File: src/rtl/dma_periph_endpoint_if.sv
// DMA controller bus seen by a peripheral endpoint.
// Master is the controller side, slave is the endpoint.
interface dma_periph_endpoint_if #(
    parameter int DW = 8
);
    logic          dreq;
    logic          dack;
    logic          ior_n;
    logic          iow_n;
    logic          eop_n;
    logic [DW-1:0] db_in;
    logic [DW-1:0] db_out;
    logic          db_oe;

    modport master (
        input  dreq, db_out, db_oe,
        output dack, ior_n, iow_n, eop_n, db_in
    );

    modport slave (
        output dreq, db_out, db_oe,
        input  dack, ior_n, iow_n, eop_n, db_in
    );
endinterface

File: src/rtl/dma_periph_endpoint.sv
// Peripheral-side DMA endpoint: request FSM plus a byte FIFO
// shared between the DMA bus and a local push/pop port.
module dma_periph_endpoint #(
    parameter  int DEPTH = 8,
    parameter  int DW    = 8,
    localparam int AW    = $clog2(DEPTH),
    localparam int CW    = AW + 1
) (
    input  logic                  clk,
    input  logic                  reset_n,
    input  logic                  enable,
    input  logic [1:0]            mode,
    input  logic                  demand,
    dma_periph_endpoint_if.slave  bus,
    input  logic                  push_valid,
    input  logic [DW-1:0]         push_data,
    output logic                  push_ready,
    output logic                  pop_valid,
    output logic [DW-1:0]         pop_data,
    input  logic                  pop_ready,
    output logic [CW-1:0]         fifo_count,
    output logic                  done
);
    typedef enum logic [2:0] {IDLE, REQ, XFER, RECOVER, TERM} state_t;

    localparam logic [CW-1:0] FULL = CW'(DEPTH);
    localparam logic [1:0] M_WR = 2'b01;
    localparam logic [1:0] M_RD = 2'b10;

    state_t        state, state_n;
    logic [1:0]    mode_q, cur_mode;
    logic          demand_q, eop_q, dreq_q, done_q;
    logic [DW-1:0] mem [DEPTH];
    logic [AW-1:0] wptr, rptr;
    logic [CW-1:0] count, room;
    logic [DW-1:0] cap;
    logic          ready, strobe_go, strobe_held, eop_hit;
    logic          d_push, d_pop, d_push_ok, d_pop_ok, l_push, l_pop;
    logic [1:0]    n_push, n_pop;
    logic          oe;
    logic [DW-1:0] dout;

    // mode is only honoured when sampled in IDLE
    assign cur_mode = (state == IDLE) ? mode : mode_q;
    assign ready = enable &&
                   ((cur_mode == M_WR && count != '0) ||
                    (cur_mode == M_RD && count < FULL));

    // a strobe counts only if it is the matching one and the other is high
    assign strobe_go = (mode_q == M_WR) ? (!bus.ior_n && bus.iow_n) :
                       (mode_q == M_RD) ? (!bus.iow_n && bus.ior_n) : 1'b0;
    assign strobe_held = (mode_q == M_WR) ? !bus.ior_n : !bus.iow_n;
    assign eop_hit = eop_q || !bus.eop_n;

    always_ff @(posedge clk) begin
        if (!reset_n) begin
            state    <= IDLE;
            dreq_q   <= 1'b0;
            done_q   <= 1'b0;
            eop_q    <= 1'b0;
            mode_q   <= 2'b00;
            demand_q <= 1'b0;
        end else begin
            state  <= state_n;
            dreq_q <= (state_n == REQ) || (state_n == XFER);
            done_q <= (state_n == TERM);
            if (state == IDLE) begin
                mode_q   <= mode;
                demand_q <= demand;
            end
            if (state == IDLE || (state == TERM && !enable))
                eop_q <= 1'b0;
            else if (!bus.eop_n &&
                     (state == REQ || state == XFER || state == RECOVER))
                eop_q <= 1'b1;
        end
    end

    always_comb begin
        state_n = state;
        unique case (state)
            IDLE:    if (ready) state_n = REQ;
            REQ: begin
                if (!enable)                      state_n = IDLE;
                else if (bus.dack && strobe_go)   state_n = XFER;
            end
            XFER: begin
                if (!strobe_held)  state_n = RECOVER;
                else if (!bus.dack) state_n = IDLE;
            end
            RECOVER: begin
                if (eop_hit)                state_n = TERM;
                else if (demand_q && ready) state_n = REQ;
                else                        state_n = IDLE;
            end
            TERM:    if (!enable) state_n = IDLE;
            default: state_n = IDLE;
        endcase
    end

    always_comb begin
        oe   = (state == XFER) && (mode_q == M_WR) && !bus.ior_n;
        dout = oe ? mem[rptr] : '0;
    end

    assign bus.dreq   = dreq_q;
    assign bus.db_oe  = oe;
    assign bus.db_out = dout;
    assign done       = done_q;

    assign push_ready = (count < FULL);
    assign pop_valid  = (count != '0);
    assign pop_data   = mem[rptr];
    assign fifo_count = count;

    assign d_push = (state == XFER) && (mode_q == M_RD) && bus.iow_n;
    assign d_pop  = (state == XFER) && (mode_q == M_WR) && bus.ior_n;
    assign l_push = push_valid && push_ready;
    assign l_pop  = pop_valid && pop_ready;

    // both sides popping the last byte consume it only once
    always_comb begin
        d_pop_ok = d_pop && (count != '0);
        if (d_pop_ok && l_pop)
            n_pop = (count >= CW'(2)) ? 2'd2 : 2'd1;
        else
            n_pop = {1'b0, d_pop_ok || l_pop};
        room      = count + CW'(l_push) - CW'(n_pop);
        d_push_ok = d_push && (room < FULL);
        n_push    = {1'b0, d_push_ok} + {1'b0, l_push};
    end

    always_ff @(posedge clk) begin
        if (!reset_n) begin
            wptr  <= '0;
            rptr  <= '0;
            count <= '0;
            cap   <= '0;
        end else begin
            wptr  <= wptr + AW'(n_push);
            rptr  <= rptr + AW'(n_pop);
            count <= count + CW'(n_push) - CW'(n_pop);
            if (mode_q == M_RD && !bus.iow_n &&
                (state == XFER || (state == REQ && state_n == XFER)))
                cap <= bus.db_in;
        end
    end

    always_ff @(posedge clk) begin
        if (d_push_ok)
            mem[wptr] <= cap;
        if (l_push)
            mem[wptr + AW'(d_push_ok)] <= push_data;
    end
endmodule

File: src/flat_wrapper.sv
// flat-port wrapper written by rule: the top's interface ports become plain ports
module dma_periph_endpoint_flat 
#(
    parameter  int DEPTH = 8,
    parameter  int DW    = 8,
    localparam int AW    = $clog2(DEPTH),
    localparam int CW    = AW + 1
)
  (clk, reset_n, enable, mode, demand, push_valid, push_data, push_ready, pop_valid, pop_data, pop_ready, fifo_count, done, bus_dreq, bus_db_out, bus_db_oe, bus_dack, bus_ior_n, bus_iow_n, bus_eop_n, bus_db_in);
  dma_periph_endpoint_if #(.DW(DW)) bus_i ();
  input  logic clk;
  input  logic reset_n;
  input  logic enable;
  input  logic [1:0] mode;
  input  logic demand;
  input  logic push_valid;
  input  logic [DW-1:0] push_data;
  output logic push_ready;
  output logic pop_valid;
  output logic [DW-1:0] pop_data;
  input  logic pop_ready;
  output logic [CW-1:0] fifo_count;
  output logic done;
  output wire logic [$bits(bus_i.dreq)-1:0] bus_dreq;
  output wire logic [$bits(bus_i.db_out)-1:0] bus_db_out;
  output wire logic [$bits(bus_i.db_oe)-1:0] bus_db_oe;
  input wire logic [$bits(bus_i.dack)-1:0] bus_dack;
  input wire logic [$bits(bus_i.ior_n)-1:0] bus_ior_n;
  input wire logic [$bits(bus_i.iow_n)-1:0] bus_iow_n;
  input wire logic [$bits(bus_i.eop_n)-1:0] bus_eop_n;
  input wire logic [$bits(bus_i.db_in)-1:0] bus_db_in;
  assign bus_dreq = bus_i.dreq;
  assign bus_db_out = bus_i.db_out;
  assign bus_db_oe = bus_i.db_oe;
  assign bus_i.dack = bus_dack;
  assign bus_i.ior_n = bus_ior_n;
  assign bus_i.iow_n = bus_iow_n;
  assign bus_i.eop_n = bus_eop_n;
  assign bus_i.db_in = bus_db_in;
  dma_periph_endpoint #(.DEPTH(DEPTH), .DW(DW)) u_core (.clk(clk), .reset_n(reset_n), .enable(enable), .mode(mode), .demand(demand), .bus(bus_i), .push_valid(push_valid), .push_data(push_data), .push_ready(push_ready), .pop_valid(pop_valid), .pop_data(pop_data), .pop_ready(pop_ready), .fifo_count(fifo_count), .done(done));
endmodule
File: config.mk
export PLATFORM = sky130hd
export DESIGN_NAME = dma_periph_endpoint_flat
export DESIGN_NICKNAME = d
export VERILOG_FILES = /design/src/rtl/dma_periph_endpoint_if.sv /design/src/rtl/dma_periph_endpoint.sv /design/src/flat_wrapper.sv
export SDC_FILE = /design/constraint.sdc
export NUM_CORES = 1
export LEC_CHECK = 0
export ABC_CLOCK_PERIOD_IN_PS = 7100
export CELL_PAD_IN_SITES_DETAIL_PLACEMENT = 2
export CELL_PAD_IN_SITES_GLOBAL_PLACEMENT = 2
export CORE_ASPECT_RATIO = 0.5
export CORE_MARGIN = 2
export CORE_UTILIZATION = 40
export DETAILED_ROUTE_END_ITERATION = 8
export HOLD_SLACK_MARGIN = 0.1
export PLACE_DENSITY_LB_ADDON = 0.05
export SYNTH_ARGS = -nofsm -noshare
export SYNTH_HDL_FRONTEND = slang
export SYNTH_SLANG_ARGS = --single-unit
File: constraint.sdc
create_clock -name clk -period 7.1 [get_ports clk]
set_clock_uncertainty 0.2 [all_clocks]
set_input_delay 2.13 -clock clk [delete_from_list [all_inputs] [get_ports clk]]
set_output_delay 2.13 -clock clk [all_outputs]
set_load 0.01 [all_outputs]
==> results by group, run 1 <==
Route
  • Post-Route WL: between 10000 and 15000 um
  • Residual DRC: 0
  • DR WL/cell: roughly 25 um
  • Via count: around 3.3k
  • Final ANT Viol Nets: 0
  • DR pass1 iterations: 4
  • DR iter-0 viols: roughly 200
  • Vias per inst: 5.62

Synthesis
  • Cell Area, Synth: slightly below 5000 um^2
  • Async SR Flop Fraction: 0
  • Warnings, synthesis: 0
  • Area leader, netlist: edfxtp_1
  • Post-synth top area share: 0.390
  • Top post-synthesis cells by area: edfxtp_1 39%, mux2_2 17%, dfxtp_1 11%
  • Sequential fraction of the synthesis area: 0.499
  • #FFs+latches synth: around 90
  • Most instantiated library cell after synthesis: mux2_2
  • Synth cell types: 44
  • Post-Syn Area per Cell: 13.6 um^2
  • Most frequent cells after synthesis: 74 x mux2_2, 64 x edfxtp_1, 27 x dfxtp_1, 27 x nor2b_1
  • Mapped Nets: slightly above 400
  • Mapped Cells: between 300 and 400
  • Ys flop type: edfxtp_1
  • Number of synthesized flops with an enable pin: 64

STA
  • Final Hold Fails: 0
  • Worst slew margin relative to its limit: 0.130
  • Final setup fails: 0
  • Fmax: approximately 160 MHz
  • Max Slew Vio Count: 0
  • Setup_tns: 0 ns
  • Tcrit/Tclk final: 0.904
  • Unrepaired setup endpoints after global routing: no
  • Worst slew pin tran: 1.30 ns
  • Fin crit period: around 6.4 ns

Final layout
  • Area delta synth->final: 22.1%
  • Share of layout cells above drive strength 1: 0.288
  • Fillcell total: 1145
  • Multi-input logic area: between 2000 and 2500 um^2
  • # nets final: between 400 and 500
  • FF+latch area: approximately 2500 um^2
  • Inserted Diodes: 0

Power
  • Leakage power: ~2.2 nW
  • Total power: between 1.5 and 2 mW
  • VDD IR max: 0.000135 V
  • PD cells: 285 nW/um^2

Place
  • GP Congestion: about 0.8
  • Count of input and output buffers: between 50 and 60
  • Detail Placement HPWL: approximately 10000 um

Clock network
  • Total CTS buffers: 9
  • Cts hold-fix bufs: 0
  • CTS Sinks: a little over 90
  • Post-CTS sizing: 0
  • Post-CTS Repair Setup Buffers: 0
  • CTS Buffer Depth: 2
  • Root Driver: clkbuf_16
  • CTS tree: built
  • Clk Latency, worst-skew pair: around 0.34 ns
  • Clock Pin Slew Worst Setup and Hold Paths: roughly 0.060 ns
  • H-tree Lvls: 3

Floorplan
  • Core Area: ~12000 um^2
  • Num rows: 28
  • Top Ports: 53
  • DIE AREA: roughly 13000 um^2
  • Initial Util: 0.414
  • Width of the die: 161 um
  • Die Span Y: between 80 and 90 um

Critical path
  • Crit path kind: in -> reg
  • Crit path arrival time: around 6.3 ns
  • Worst EP required: around 7 ns
  • Crit. End Element: flop
  • Setup crit start kind: primary input
  • Crit path max fanout: 9

Global route
  • Vias in the first global route: around 3.8k
  • Global-route wire length before repair: ~23000 um
  • Gr usage total: 0.237
  • Pin count of the biggest net entering global routing: 26
  • Grt ovf: 0
  • Initial antenna violation count: 0

Run status
  • Status: finished clean

Flow run
  • Maxcap violations: 0

Hold path
  • Hold Crit Class: reg -> reg
layout make-up:
| type | instances | share of cell area |
|---|---|---|
| clock buffer | 10 | 0.0380 |
| clock inverter | 6 | 0.0156 |
| inverter | 12 | 0.00748 |
| multi-input combinational | 243 | 0.392 |
| sequential | 91 | 0.409 |
| tap | 165 | 0.0343 |
| timing repair buffer | 65 | 0.104 |
worst paths after layout:
check / slack (ns) / cells after the start / startpoint / to
setup reg to reg: 1.97 / 18 / u_core.state[1] / u_core.mem[5][0]
setup / recovery: 0.68 / 18 / bus_ior_n / u_core.mem[5][0]
hold reg to reg: 0.34 / 2 / u_core.eop_q / u_core.eop_q
hold / removal: 0.34 / 2 / u_core.eop_q / u_core.eop_q
per-stage QoR:
stage | instance area (um^2) | hold slack [ns] | utilization | instances | setup WS, ns
final | 6020 | 0.342 | 0.506 | 592 | 0.678
after global routing | 6020 | 0.386 | 0.506 | 592 | 0.360
after CTS | 6020 | 0.347 | 0.506 | 592 | 0.680
after detailed placement | 5700 | 0.330 | 0.478 | 576 | 0.356
after global placement | 5680 | 0.283 | 0.477 | 574 | 0.371
after floorplan | 4930 | 0.270 | - | 362 | 1.07
metal layers:
metal | routed length, um | track usage | up-vias
met5 | 0 | 0 | -
met2 | 7190 | 0.419 | 101
met1 | 6410 | 0.300 | 1720
li1 | - | - | 1486
met3 | 1040 | 0.0554 | 18
met4 | 242 | 0.0634 | 0
cell families (layout without fill, tap and decap cells):
group                    Yosys count  count (layout)  synth area share
multiplexers                     101             101             0.264
flip-flops                        91              91             0.499
AND/OR/NAND/NOR                   87              87             0.109
AO/OA/AOI/OAI                     28              28            0.0409
buffers and inverters             28              93            0.0221
adder cells (fa/ha/maj)           18              18            0.0487
XOR/XNOR                           9               9            0.0160
registers in the layout, indices dropped and copies added, names as in the netlist, 2 cells and up:
name,flops
u_core.fifo_count,4
u_core.mode_q,2
u_core.wptr,3
u_core.cap,8
u_core.rptr,3
u_core.mem,64
u_core.state,3
where the power goes:
part	internal [mW]	switching (mW)	leakage, nW
sequential	0.608	0.0422	0.795
clock	0.313	0.217	0.154
combinational	0.279	0.259	1.26
total	1.20	0.517	2.21
cell usage in the layout (no fill, tap or decap), drive strengths merged, types with 2 or more instances in the layout:
cell type,count
xnor2,4
nor2,9
xor2,5
fa,2
dfxtp,27
nand2b,9
nand4b,3
buf,13
and3b,2
nand3,6
nand2,6
clkdlybuf4s50,52
o22ai,2
and4bb,2
edfxtp,64
and2,9
nand3b,2
nor3,4
o21ai,8
a21o,2
a21oi,6
inv,15
clkbuf,10
and3,3
o21bai,2
bufinv,2
nor2b,27
ha,16
or4b,2
mux2,74
nand4,2
mux4,16
mux2i,11
worst max-delay path: stages:
cell	delay, ns
clkdlybuf4s50_1	0.48
nand4_1	0.16
inv_1	0.05
nor3_1	0.32
ha_1	0.27
inv_1	0.08
ha_1	0.28
a31o_2	0.23
a21oi_1	0.17
xor2_1	0.22
nor2_1	0.12
ha_1	0.20
ha_1	0.30
nor2b_1	0.29
nand3_1	0.13
buf_4	0.22
o21ai_1	0.40
buf_6	0.23
No activity file was read; power rests on OpenSTA's default activity.
==> inputs of run 2 (changes only) <==
ABC_CLOCK_PERIOD_IN_PS = 6840   (was 7100)
clock period = 6.84 ns   (was 7.1 ns; I/O delays follow)
==> results by group, run 2 (synthesized netlist as in run 1, its figures left out) <==
Run status
  • Status: finished clean

Route
  • Post-Route WL: 14600 um
  • Final ANT Viol Nets: 0
  • DR WL/cell: ~25 um
  • DR iter-0 viols: 160
  • DR pass1 iterations: 4
  • Vias per inst: 5.61
  • Via count: roughly 3.3k
  • Residual DRC: 0

Place
  • Placed instance count: 574
  • Detail Placement HPWL: roughly 10000 um
  • Count of input and output buffers: 52
  • GP Congestion: approximately 0.74

Critical path
  • Worst Reg-to-Reg Cells: 16
  • Crit. End Element: flop
  • Reg-to-Reg Start: u_core.state[1]
  • Buffers and inverters on the worst path: 3
  • Crit path max fanout: 9
  • Setup crit start kind: primary input
  • Largest stage delay on the critical path: between 0.5 and 0.6 ns
  • Crit path kind: in -> reg
  • Setup slack, reg-to-reg: ~1.7 ns
  • Crit path arrival time: 6.12 ns
  • CP most frequent cell: ha_1
  • Critical path's slowest cell: and3_1
  • Top delay family on crit path: simple AND/OR/NAND/NOR gates
  • Worst EP required: between 6 and 7 ns
  • CP cell instances: clkdlybuf4s50_1 -> nand4_1 -> inv_1 -> nor3_1 -> ha_1 -> inv_1 -> ha_1 -> a31o_2 -> a21oi_1 -> xor2_1 -> nor2_1 -> ha_1 -> ha_1 -> and2_1 -> and3_1 -> o21bai_1
  • R2R Path End: u_core.mem[7][7]

STA
  • Tcrit/Tclk final: 0.927
  • Fin crit period: ~6.3 ns
  • Max Slew Vio Count: 0
  • Unrepaired setup endpoints after global routing: no
  • Final setup fails: 0
  • Worst slew pin tran: approximately 1.1 ns
  • Worst slew margin relative to its limit: 0.285
  • Fmax: 158 MHz
  • Final Hold Fails: 0
  • Setup_tns: 0 ns

Final layout
  • Most frequent cells in the layout: 74 x mux2_2, 64 x edfxtp_1, 52 x clkdlybuf4s50_1
  • Max reg flops: 64
  • Inserted Diodes: 0
  • # nets final: 466
  • Area delta synth->final: 21.4%
  • Commonest non-fill, non-tap cell in the layout: mux2_2
  • Share of layout cells above drive strength 1: 0.287
  • Largest Register: u_core.mem
  • Fillcell total: around 1.2k
  • Final Non-Filler Cells: between 500 and 600

Power
  • Sw Pwr: 0.540 mW
  • Reg power frac: 0.384
  • VDD IR max: 0.000170 V
  • PD cells: slightly below 300 nW/um^2
  • Net Sw Frac: 0.308
  • Clock share of power: 0.301
  • P_int: between 1 and 1.5 mW
  • Leakage power: roughly 2.2 nW
  • Power share of the combinational group: 0.315

Clock network
  • CTS tree: built
  • CTS Buffer Depth: 2
  • H-tree Lvls: 3
  • Cts hold-fix bufs: 0
  • Post-CTS Repair Setup Buffers: 0
  • Post-CTS sizing: 0
  • Clk Latency, worst-skew pair: 0.34 ns
  • Total CTS buffers: 9
  • CTS Sinks: between 90 and 100
  • Clock Pin Slew Worst Setup and Hold Paths: roughly 0.07 ns
  • Root Driver: clkbuf_16

Global route
  • Vias in the first global route: between 3k and 4k
  • Global-route wire length before repair: 22000 um
  • Gr usage total: 0.231
  • Initial antenna violation count: 0
  • Pin count of the biggest net entering global routing: 26
  • Grt ovf: 0

Hold path
  • Min-delay src: u_core.eop_q
  • Hold endpoint: u_core.eop_q
  • Hold Crit Class: reg -> reg
  • Worst Hold Depth: 2

Floorplan
  • Die Span Y: approximately 83 um
  • Top Ports: 53
  • Initial Util: 0.414
  • Core Area: 11900 um^2
  • DIE AREA: 13300 um^2
  • Width of the die: ~160 um
  • Num rows: 28

Flow run
  • Maxcap violations: 0
==> run 2: cell type report <==
cell class / instances / area (um^2) / area share
clock buffer: 9 / 225 / 0.0376
multi-input combinational: 243 / 2360 / 0.394
inverter: 12 / 45.0 / 0.00753
clock inverter: 7 / 83.8 / 0.0140
sequential: 91 / 2460 / 0.411
timing repair buffer: 63 / 603 / 0.101
tap: 165 / 206 / 0.0345
==> run 2: power groups by stage <==
stage | registers, mW | logic [mW] | clock network [mW]
floorplan | 0.663 | 0.340 | 0
global placement | 0.681 | 0.531 | 0
finish | 0.672 | 0.551 | 0.527
CTS | 0.673 | 0.561 | 0.536
detailed placement | 0.685 | 0.556 | 0
global route | 0.678 | 0.609 | 0.564
==> run 2: worst max path at each step <==
| stage | start | end | slack (ns) | cells past startpoint |
|---|---|---|---|---|
| 2_1_floorplan | bus_ior_n | u_core.mem[3][0] | 0.89 | 16 |
| 3_3_place_gp | bus_ior_n | u_core.mem[7][7] | 0.34 | 16 |
| 3_5_place_dp | bus_ior_n | u_core.mem[7][2] | 0.15 | 16 |
| 4_1_cts | bus_ior_n | u_core.mem[7][2] | 0.47 | 16 |
| 5_1_grt | bus_ior_n | u_core.mem[7][7] | 0.20 | 16 |
| 6_report | bus_ior_n | u_core.mem[7][7] | 0.50 | 16 |
==> run 2: worst min-delay path, stage by stage (launching register included) <==
cell and delay (ns):
dfxtp_1 0.33, a21oi_1 0.06, nor2b_1 0.09
==> run 2: routing by layer <==
metal  routed length (um)  up-vias  GRT usage
met3                  840       16     0.0480
li1                     -     1491          -
met4                  182        0     0.0705
met2                 7130       97      0.402
met1                 6440     1704      0.298
met5                    0        -          0
==> run 2: per-stage QoR <==
stage          utilization  worst slack, ns  area (um^2)  hold slack [ns]  total power [mW]
2_1_floorplan            -            0.888         4930            0.270              1.00
3_3_place_gp         0.477            0.342         5680            0.282              1.21
3_5_place_dp         0.477            0.153         5680            0.317              1.24
4_1_cts              0.503            0.472         5990            0.335              1.77
5_1_grt              0.503            0.199         5990            0.404              1.85
6_report             0.503            0.496         5990            0.326              1.75
==> inputs of run 3 (changes only) <==
SKIP_LAST_GASP = 1   (was not set)
==> results of run 3 <==
No change in the layout: final DEF, timing and power equal those of run 2.
